===== src/rtl/reg_file_pkg.sv =====
// ----------------------------------------------------------------------------
// reg_file_pkg
// Shared definitions for the multi-read / multi-write register file:
//   - clear-sequencer state encoding (RF_CLEAR, RF_READY) and its enum type
//   - port-count limits for the NUM_RD / NUM_WR parameters
// ----------------------------------------------------------------------------
package reg_file_pkg;

    localparam logic RF_CLEAR = 1'b0;
    localparam logic RF_READY = 1'b1;

    // Largest supported port counts.
    localparam int RF_MAX_RD = 8;
    localparam int RF_MAX_WR = 4;

    typedef enum logic {
        ST_CLEAR = RF_CLEAR,
        ST_READY = RF_READY
    } rf_state_e;

endpackage


===== src/rtl/reg_file_mrnw_if.sv =====
// ----------------------------------------------------------------------------
// reg_file_mrnw_if
// Bus bundle between the pipeline and the register file.
//   clr_req      : request a clear sweep
//   ready        : file usable (low while sweeping)
//   rd_en/rd_addr/rd_data : NUM_RD packed read ports
//   wr_en/wr_addr/wr_data : NUM_WR packed write ports
//   wr_conflict  : pulse when enabled write ports collided on one address
// master = pipeline side, slave = register file side.
// ----------------------------------------------------------------------------
interface reg_file_mrnw_if #(
    parameter int ADDR_WIDTH = 5,
    parameter int DATA_WIDTH = 32,
    parameter int NUM_RD     = 2,
    parameter int NUM_WR     = 1
);
    logic                         clr_req;
    logic                         ready;
    logic [NUM_RD-1:0]            rd_en;
    logic [NUM_RD*ADDR_WIDTH-1:0] rd_addr;
    logic [NUM_RD*DATA_WIDTH-1:0] rd_data;
    logic [NUM_WR-1:0]            wr_en;
    logic [NUM_WR*ADDR_WIDTH-1:0] wr_addr;
    logic [NUM_WR*DATA_WIDTH-1:0] wr_data;
    logic                         wr_conflict;

    modport master (
        output clr_req, rd_en, rd_addr, wr_en, wr_addr, wr_data,
        input  ready, rd_data, wr_conflict
    );

    modport slave (
        input  clr_req, rd_en, rd_addr, wr_en, wr_addr, wr_data,
        output ready, rd_data, wr_conflict
    );
endinterface


===== src/rtl/reg_file_clr_fsm.sv =====
// ----------------------------------------------------------------------------
// reg_file_clr_fsm
// Clear sequencer: after reset, or on clr_req while READY, sweeps every entry
// from 0 to DEPTH-1 writing zero, one entry per clock.
//   clk, rst  : clock, asynchronous active-high reset
//   clr_req   : start a sweep (only looked at in READY)
//   ready     : registered, 1 once the sweep has cleared the last entry
//   clr_we    : 1 while sweeping; the top writes zero to clr_addr
//   clr_addr  : entry being cleared this cycle
// ----------------------------------------------------------------------------
module reg_file_clr_fsm
    import reg_file_pkg::*;
#(
    parameter int ADDR_WIDTH = 5
) (
    input  logic                  clk,
    input  logic                  rst,
    input  logic                  clr_req,
    output logic                  ready,
    output logic                  clr_we,
    output logic [ADDR_WIDTH-1:0] clr_addr
);

    rf_state_e             state_q, state_d;
    logic [ADDR_WIDTH-1:0] clr_addr_q, clr_addr_d;
    logic                  ready_q, ready_d;

    always_comb begin
        state_d    = state_q;
        clr_addr_d = clr_addr_q;
        ready_d    = ready_q;
        case (state_q)
            ST_CLEAR: begin
                if (clr_addr_q == '1) begin
                    // Last entry cleared this edge; the counter parks here.
                    state_d = ST_READY;
                    ready_d = 1'b1;
                end else begin
                    clr_addr_d = clr_addr_q + ADDR_WIDTH'(1);
                end
            end
            ST_READY: begin
                if (clr_req) begin
                    state_d    = ST_CLEAR;
                    clr_addr_d = '0;
                    ready_d    = 1'b0;
                end
            end
            default: begin
                state_d    = ST_CLEAR;
                clr_addr_d = '0;
                ready_d    = 1'b0;
            end
        endcase
    end

    always_ff @(posedge clk or posedge rst) begin
        if (rst) begin
            state_q    <= ST_CLEAR;
            clr_addr_q <= '0;
            ready_q    <= 1'b0;
        end else begin
            state_q    <= state_d;
            clr_addr_q <= clr_addr_d;
            ready_q    <= ready_d;
        end
    end

    assign ready    = ready_q;
    assign clr_we   = (state_q == ST_CLEAR);
    assign clr_addr = clr_addr_q;

endmodule


===== src/rtl/reg_file_mrnw.sv =====
// ----------------------------------------------------------------------------
// reg_file_mrnw
// Parametrised NUM_RD-read / NUM_WR-write register file with optional
// hardwired-zero entry 0, optional write-to-read bypass and a hardware clear
// sweep after reset or on request.
//   clk, rst : clock, asynchronous active-high reset
//   bus      : reg_file_mrnw_if.slave (clr_req, ready, read ports with
//              registered rd_data, write ports, wr_conflict pulse)
// Several enabled writes to one address: the highest port index wins.
// ----------------------------------------------------------------------------
module reg_file_mrnw
    import reg_file_pkg::*;
#(
    parameter int ADDR_WIDTH = 5,
    parameter int DATA_WIDTH = 32,
    parameter int NUM_RD     = 2,
    parameter int NUM_WR     = 1,
    parameter int ZERO_REG   = 1,
    parameter int BYPASS     = 1
) (
    input  logic             clk,
    input  logic             rst,
    reg_file_mrnw_if.slave   bus
);

    localparam int DEPTH = 2 ** ADDR_WIDTH;

    logic [DATA_WIDTH-1:0] mem [DEPTH];

    logic                  clr_we;
    logic [ADDR_WIDTH-1:0] clr_addr;

    logic [ADDR_WIDTH-1:0] rd_addr_a [NUM_RD];
    logic [ADDR_WIDTH-1:0] wr_addr_a [NUM_WR];
    logic [DATA_WIDTH-1:0] wr_data_a [NUM_WR];
    logic [NUM_WR-1:0]     wr_valid;

    logic [DATA_WIDTH-1:0] rd_data_q [NUM_RD];
    logic [DATA_WIDTH-1:0] rd_data_d [NUM_RD];
    logic                  wr_conflict_q, wr_conflict_d;

    reg_file_clr_fsm #(.ADDR_WIDTH(ADDR_WIDTH)) u_clr_fsm (
        .clk      (clk),
        .rst      (rst),
        .clr_req  (bus.clr_req),
        .ready    (bus.ready),
        .clr_we   (clr_we),
        .clr_addr (clr_addr)
    );

    genvar gi;
    generate
        for (gi = 0; gi < NUM_RD; gi++) begin : g_rd_port
            assign rd_addr_a[gi] = bus.rd_addr[gi*ADDR_WIDTH +: ADDR_WIDTH];
            assign bus.rd_data[gi*DATA_WIDTH +: DATA_WIDTH] = rd_data_q[gi];
        end
        for (gi = 0; gi < NUM_WR; gi++) begin : g_wr_port
            assign wr_addr_a[gi] = bus.wr_addr[gi*ADDR_WIDTH +: ADDR_WIDTH];
            assign wr_data_a[gi] = bus.wr_data[gi*DATA_WIDTH +: DATA_WIDTH];
            // A write counts only outside the sweep and, with the hardwired
            // zero entry, only when it does not target entry 0.
            assign wr_valid[gi]  = bus.wr_en[gi] && !clr_we &&
                                   !((ZERO_REG != 0) && (wr_addr_a[gi] == '0));
        end
    endgenerate

    // Any pair of valid writes on the same address is a conflict.
    always_comb begin
        wr_conflict_d = 1'b0;
        for (int j = 0; j < NUM_WR; j++) begin
            for (int k = j + 1; k < NUM_WR; k++) begin
                if (wr_valid[j] && wr_valid[k] && (wr_addr_a[j] == wr_addr_a[k])) begin
                    wr_conflict_d = 1'b1;
                end
            end
        end
    end

    // Read path: ascending port scan so the highest-index matching write
    // is the one forwarded, matching the array's write priority.
    always_comb begin
        for (int i = 0; i < NUM_RD; i++) begin
            rd_data_d[i] = rd_data_q[i];
            if (bus.rd_en[i]) begin
                if (clr_we || ((ZERO_REG != 0) && (rd_addr_a[i] == '0))) begin
                    rd_data_d[i] = '0;
                end else begin
                    rd_data_d[i] = mem[rd_addr_a[i]];
                    if (BYPASS != 0) begin
                        for (int j = 0; j < NUM_WR; j++) begin
                            if (wr_valid[j] && (wr_addr_a[j] == rd_addr_a[i])) begin
                                rd_data_d[i] = wr_data_a[j];
                            end
                        end
                    end
                end
            end
        end
    end

    // Storage array: no reset, the clear sweep zeroes it. Later ports
    // overwrite earlier ones, giving the highest index priority.
    always_ff @(posedge clk) begin
        if (clr_we) begin
            mem[clr_addr] <= '0;
        end else begin
            for (int j = 0; j < NUM_WR; j++) begin
                if (wr_valid[j]) begin
                    mem[wr_addr_a[j]] <= wr_data_a[j];
                end
            end
        end
    end

    always_ff @(posedge clk or posedge rst) begin
        if (rst) begin
            for (int i = 0; i < NUM_RD; i++) begin
                rd_data_q[i] <= '0;
            end
            wr_conflict_q <= 1'b0;
        end else begin
            rd_data_q     <= rd_data_d;
            wr_conflict_q <= wr_conflict_d;
        end
    end

    assign bus.wr_conflict = wr_conflict_q;

endmodule


===== src/flat_wrapper.sv =====
// flat-port wrapper written by rule: the top's interface ports become plain ports
module reg_file_mrnw_flat import reg_file_pkg::*;
#(
    parameter int ADDR_WIDTH = 5,
    parameter int DATA_WIDTH = 32,
    parameter int NUM_RD     = 2,
    parameter int NUM_WR     = 1,
    parameter int ZERO_REG   = 1,
    parameter int BYPASS     = 1
)
  (clk, rst, bus_clr_req, bus_rd_en, bus_rd_addr, bus_wr_en, bus_wr_addr, bus_wr_data, bus_ready, bus_rd_data, bus_wr_conflict);
  reg_file_mrnw_if #(.ADDR_WIDTH(ADDR_WIDTH), .DATA_WIDTH(DATA_WIDTH), .NUM_RD(NUM_RD), .NUM_WR(NUM_WR)) bus_i ();
  input  logic clk;
  input  logic rst;
  input wire logic [$bits(bus_i.clr_req)-1:0] bus_clr_req;
  input wire logic [$bits(bus_i.rd_en)-1:0] bus_rd_en;
  input wire logic [$bits(bus_i.rd_addr)-1:0] bus_rd_addr;
  input wire logic [$bits(bus_i.wr_en)-1:0] bus_wr_en;
  input wire logic [$bits(bus_i.wr_addr)-1:0] bus_wr_addr;
  input wire logic [$bits(bus_i.wr_data)-1:0] bus_wr_data;
  output wire logic [$bits(bus_i.ready)-1:0] bus_ready;
  output wire logic [$bits(bus_i.rd_data)-1:0] bus_rd_data;
  output wire logic [$bits(bus_i.wr_conflict)-1:0] bus_wr_conflict;
  assign bus_i.clr_req = bus_clr_req;
  assign bus_i.rd_en = bus_rd_en;
  assign bus_i.rd_addr = bus_rd_addr;
  assign bus_i.wr_en = bus_wr_en;
  assign bus_i.wr_addr = bus_wr_addr;
  assign bus_i.wr_data = bus_wr_data;
  assign bus_ready = bus_i.ready;
  assign bus_rd_data = bus_i.rd_data;
  assign bus_wr_conflict = bus_i.wr_conflict;
  reg_file_mrnw #(.ADDR_WIDTH(ADDR_WIDTH), .DATA_WIDTH(DATA_WIDTH), .NUM_RD(NUM_RD), .NUM_WR(NUM_WR), .ZERO_REG(ZERO_REG), .BYPASS(BYPASS)) u_core (.clk(clk), .rst(rst), .bus(bus_i));
endmodule

===== config.mk =====
export PLATFORM = sky130hd
export DESIGN_NAME = reg_file_mrnw_flat
export DESIGN_NICKNAME = d
export VERILOG_FILES = /design/src/rtl/reg_file_pkg.sv /design/src/rtl/reg_file_mrnw_if.sv /design/src/rtl/reg_file_clr_fsm.sv /design/src/rtl/reg_file_mrnw.sv /design/src/flat_wrapper.sv
export SDC_FILE = /design/constraint.sdc
export NUM_CORES = 1
export LEC_CHECK = 0
export ABC_CLOCK_PERIOD_IN_PS = 3410
export CORE_ASPECT_RATIO = 0.8
export CORE_UTILIZATION = 55
export CTS_CLUSTER_DIAMETER = 50
export DETAILED_ROUTE_END_ITERATION = 8
export PLACE_DENSITY_LB_ADDON = 0.25
export SLEW_MARGIN = 10
export SYNTH_ARGS = -nofsm -noshare
export SYNTH_HDL_FRONTEND = slang
export SYNTH_SLANG_ARGS = --single-unit
export TNS_END_PERCENT = 20

===== constraint.sdc =====
create_clock -name clk -period 3.41 [get_ports clk]
set_input_delay 0.682 -clock clk [delete_from_list [all_inputs] [get_ports clk]]
set_output_delay 0.682 -clock clk [all_outputs]
set_load 0.02 [all_outputs]

**Yosys cells after proc, flatten, opt, wreduce, memory -nomap -nowiden**

Memory sizes are Yosys's and may differ from the RTL's.
Cells that the tools add are included.

- Word-level logic and storage cells: 47
- RAM bits: 1024
- Output and inout port bits: 66
- Register bits: 71
- Memories kept: 1
- Input port bits: 53

- Multiplexer cells: 20
- Reductions and logical operators: 13
- Bitwise operators: 1
- Eq/ne operators: 6
- Add/subtract/negate cells: 1

Memory list:

| name | depth | width | read ports | clocked after memory_dff | write ports | RTL line | RTL |
|---|---|---|---|---|---|---|---|
| u_core.mem | 32 | 32 | 2 | 0 | 1 | reg_file_mrnw.sv:28 | `logic [DATA_WIDTH-1:0] mem [DEPTH];` |

Operator list:

| operator | count |
|---|---|
| 32-bit 2-to-1 mux | 5 |
| 32-bit OR reduction | 1 |
| 5-bit zero test | 3 |
| 5-bit 2-to-1 mux | 3 |
| 5-bit == test | 2 |
| 5-bit case mux with 2 select lines | 1 |
| 1-bit 2-to-1 mux | 9 |
| 2-bit != test, second input constant | 3 |
| 5-bit by 1-bit adder with 5-bit output, second input constant | 1 |
| 5-bit == test, second input constant | 1 |
| 1-bit logical AND | 4 |
| 1-bit case mux with 2 select lines | 2 |
| 2-bit AND reduction | 2 |
| 1-bit logical OR | 2 |
| 1-bit zero test | 1 |
| 1-bit inverter | 1 |

**Depth between registers and ports, before layout**

- Depth after elaboration: 8
- Gate-level depth with buffers: 9

**By module**

Synthesis repeated with hierarchy kept, for this count alone.

- Cells, all modules: 2991
- Area, all modules: 51325.5 sq um

Modules (own cells, without submodules):

| module | area each (sq um) | instances | cells an instance |
|---|---|---|---|
| reg_file_mrnw | 50945.1 | 1 | 2955 |
| reg_file_clr_fsm | 380.4 | 1 | 36 |

**Worst setup path after synthesis**

Ideal clock, no wire load.

- Path kind: input -> register
- Start point: input bus_wr_addr[3]
- End point: memory u_core.mem[0][0], enable pin
- Buffers on the path: 2
- Slack: -72 ps
- Stages: 7
- Arrival time: 3061 ps
- Path through: buf_2 -> nor3_2 -> a21o_1 -> buf_6 -> mux2i_1 -> nand2_1 -> nor2_1

- Word-level cells in the longest chain between the ends: 8

RTL lines:

| what | RTL line | RTL |
|---|---|---|
| start, declared | flat_wrapper.sv:19 | `input wire logic [$bits(bus_i.wr_addr)-1:0] bus_wr_addr;` |
| 5-bit zero test | reg_file_mrnw.sv:63 | `!((ZERO_REG != 0) && (wr_addr_a[gi] == '0));` |
| 1-bit zero test | reg_file_mrnw.sv:63 |  |
| 1-bit logical AND | reg_file_mrnw.sv:62 | `assign wr_valid[gi] = bus.wr_en[gi] && !clr_we &&` |
| 1-bit 2-to-1 mux | reg_file_mrnw.sv:108 | `if (wr_valid[j]) begin` |
| 1-bit 2-to-1 mux | reg_file_mrnw.sv:104 | `if (clr_we) begin` |
| 1-bit 2-to-1 mux (not written as such) | reg_file_mrnw.sv:109 | `mem[wr_addr_a[j]] <= wr_data_a[j];` |
| 32-bit OR reduction (no source line) | - |  |
| 5-bit 2-to-1 mux (no source line) or 1-bit 2-to-1 mux (tied branches) | - |  |
| end, declared | reg_file_mrnw.sv:28 |  |

Several ways; a longest one is shown, not always the timed one.

**Worst setup path after layout**

- Start point: input bus_wr_en
- End point: memory u_core.mem[18][19], enable pin

- Word-level cells in the longest chain between the ends: 7

RTL lines:

| what | RTL line | RTL |
|---|---|---|
| start, declared | flat_wrapper.sv:18 | `input wire logic [$bits(bus_i.wr_en)-1:0] bus_wr_en;` |
| 1-bit logical AND (*) (2 in series) | reg_file_mrnw.sv:62 |  |
| 1-bit 2-to-1 mux (*) | reg_file_mrnw.sv:108 |  |
| 1-bit 2-to-1 mux (*) | reg_file_mrnw.sv:104 |  |
| 1-bit 2-to-1 mux (not written as such) (*) | reg_file_mrnw.sv:109 |  |
| 32-bit OR reduction (no source line) | - |  |
| 5-bit 2-to-1 mux (no source line) or 1-bit 2-to-1 mux (tied branches) | - |  |

Every way passes the cells marked *; elsewhere a longest branch is shown, timed or not.

==> qor.csv <==
metric,value,unit
status,"complete, no violations",
Pwr Total,36.6,mW
"Hold-fix buffers, CTS",0,
critical path class,input port to register,
drt drc,0,
crit share post-route,0.824,
Finished Layout Cells,4416,
CTS resizes,0,
clk_skew,23.4,ps
number of global-route vias before repair,32593,
Antenna Nets Post-Route,0,
cell taking the most area after synthesis,edfxtp_1,
die area,93000,um^2
starting DRC count in detailed routing,5117,
Rel. slew slack,0.109,
IO Port Bufs,117,
synth warn,0,
Worst Path Required,3810,ps
hold crit path type,input port to asynchronous set/reset pin,
I/O pin count,119,
cells on worst reg2reg path,6,
total CTS buffers,109,
1st-pass router iterations,8,
Post-Syn Area,50500,um^2
GPL Wtd Cong,0.976,
Tightest Pin Transition,1340,ps
layout cells sized above 1,0.287,
max cap viols,0,
"Clk pin slew, worst setup/hold paths",60,ps
Synth top area share,0.609,
P&R area growth vs syn,17.5,%
Top Layer Used,met5,
DIE HEIGHT,273,um
Hold Fails Final Rpt,0,
Nets,3164,
arrival time at the worst endpoint,3210,ps
number of fill cells,6066,
first-pass GRT wire length,231,mm
Antenna diodes,0,
Netlist cell types,54,
wire length on met1,59.6,mm
Post-synth EDFFs,1024,
top-count cell post-synth,edfxtp_1,
Worst-Skew Late Latency,700,ps
Mapped Nets,2885,
final setup fails,0,
Post-CTS Repair Setup Buffers,0,
DR WL met3,23.3,mm
fmax,356,MHz
setup tns final,0,ps
worst vdd ir,0.000545,V
reg-to-reg endpoint,u_core.mem[18][19],
final wirelength,160,mm
die width,341,um
largest net degree at the start of global routing,80,
top_reg_cell synth,edfxtp_1,
CP Capture Type,register,
register area share after synthesis,0.644,
synthesized area per cell,17.8,um^2
min Tclk post-route,2810,ps
synth cell count leaders,"1,024 x edfxtp_1, 391 x mux4_2, 245 x mux2i_1",
H-tree depth,3,
WL/cell,36.3,um
Leak,20.6,nW
Detail Route met2 WL,70.2,mm
DP Area,55500,um^2
Async SR Flop Fraction,0.0648,
GRT Util Overall,0.347,
RSZ-0062 raised after global routing,false,
via count,32461,
Crit Path Max Fanout,8,
vias per inst,7.35,
CTS tree,yes,
post-synthesis cell count,2830,
design area,59400,um^2
reg2reg setup slack,820,ps
Starting Density,0.555,
root buffer cell,clkbuf_16,
Pwr Density,617,nW/um^2
Reg-to-Reg Start,u_core.u_clr_fsm.state_q,
Sink Count,1095,
maximum clock insertion buffer count,3,
Congestion Overflow GR,0,
Critical Path Source Type,input port,
leading post-synthesis cells by cell area,"edfxtp_1 61%, mux4_2 17%, mux2i_1 4.9%, dfrtp_1 3.5%, a22oi_1 2.5%",
placed cells,4210,
initial antenna violation count,4,
Pins Over Slew Limit,0,
num rows,99,
core area,91000,um^2
Final HPWL DP,104,mm
Yosys reg bits,1095,
## cell families after synthesis
logic type,Yosys count,synth area share
flip-flops,1095,0.644
AND/OR/NAND/NOR,232,0.0209
buffers and inverters,305,0.0283
adder cells (fa/ha/maj),2,0.000495
other,1,0.0000743
XOR/XNOR,10,0.00173
AO/OA/AOI/OAI,548,0.0812
multiplexers,637,0.223
## routing by layer
layer | vias up | track usage
li1 | 12616 | -
met1 | 16630 | 0.493
met2 | 2752 | 0.506
met3 | 455 | 0.107
met4 | 8 | 0.137
met5 | - | 0
## registers in the layout, summed over array words and instances (netlist names)
| name | cells |
|---|---|
| u_core.mem | 1024 |
| u_core.bus.rd_data | 64 |
| u_core.u_clr_fsm.clr_addr | 5 |
| u_core.u_clr_fsm.ready | 1 |
| u_core.u_clr_fsm.state_q | 1 |
## worst max-delay path by stage
stage	endpoint	depth (start not counted)	slack (ps)	startpoint
after detailed placement	u_core.mem[18][19]	7	10	bus_wr_en
after global placement	u_core.mem[18][28]	7	50	bus_wr_en
after global routing	u_core.mem[18][19]	7	520	bus_wr_en
after floorplan	u_core.mem[0][0]	7	-70	bus_wr_addr[3]
after CTS	u_core.mem[18][19]	7	720	bus_wr_en
final	u_core.mem[18][19]	7	600	bus_wr_en
## power breakdown
group	total (mW)	internal, mW	switching [mW]	leakage (nW)
logic	6.47	2.62	3.85	8.27
clock network	12.9	7.64	5.23	1.86
registers	17.3	16.4	0.904	10.5
## area by class of cell
cell class | count | area, um^2 | area share
sequential | 1095 | 32500 | 0.548
multi-input combinational | 1430 | 16900 | 0.284
tap | 1212 | 1520 | 0.0255
timing repair buffer | 398 | 4290 | 0.0722
clock inverter | 64 | 871 | 0.0147
inverter | 75 | 283 | 0.00476
clock buffer | 142 | 2990 | 0.0503
## per-stage QoR
step / hold slack, ps / worst slack [ps] / utilization
finish: 361 / 599 / 0.652
global route: 403 / 524 / 0.652
CTS: 359 / 724 / 0.652
detailed placement: 534 / 10.8 / 0.610
global placement: 537 / 52.8 / 0.610
floorplan: 506 / -72.2 / -
## worst max-delay path, cell delays in order
cell             delay [ps]
clkdlybuf4s50_1         540
nand2_1                 140
a21oi_1                 540
o22a_1                  390
nand2_1                 350
nor2_4                  330
buf_4                   230
## placed cells by master (no fill, tap or decap), drive strengths merged, types with 6 or more instances in the layout
cell type	instances
inv	78
o21a	14
clkinvlp	6
a222oi	32
a221oi	121
dfrtp	71
buf	289
nand2	87
a211o	32
clkbuf	143
clkdlybuf4s50	108
a21oi	56
o22ai	34
nor2	85
a211oi	6
a221o	6
clkinv	36
edfxtp	1024
or2	12
nor3b	14
o31ai	12
o21ai	54
mux2i	245
mux4	391
a22oi	167
nor2b	13
bufinv	19
Power figures use the tool's default switching activity.
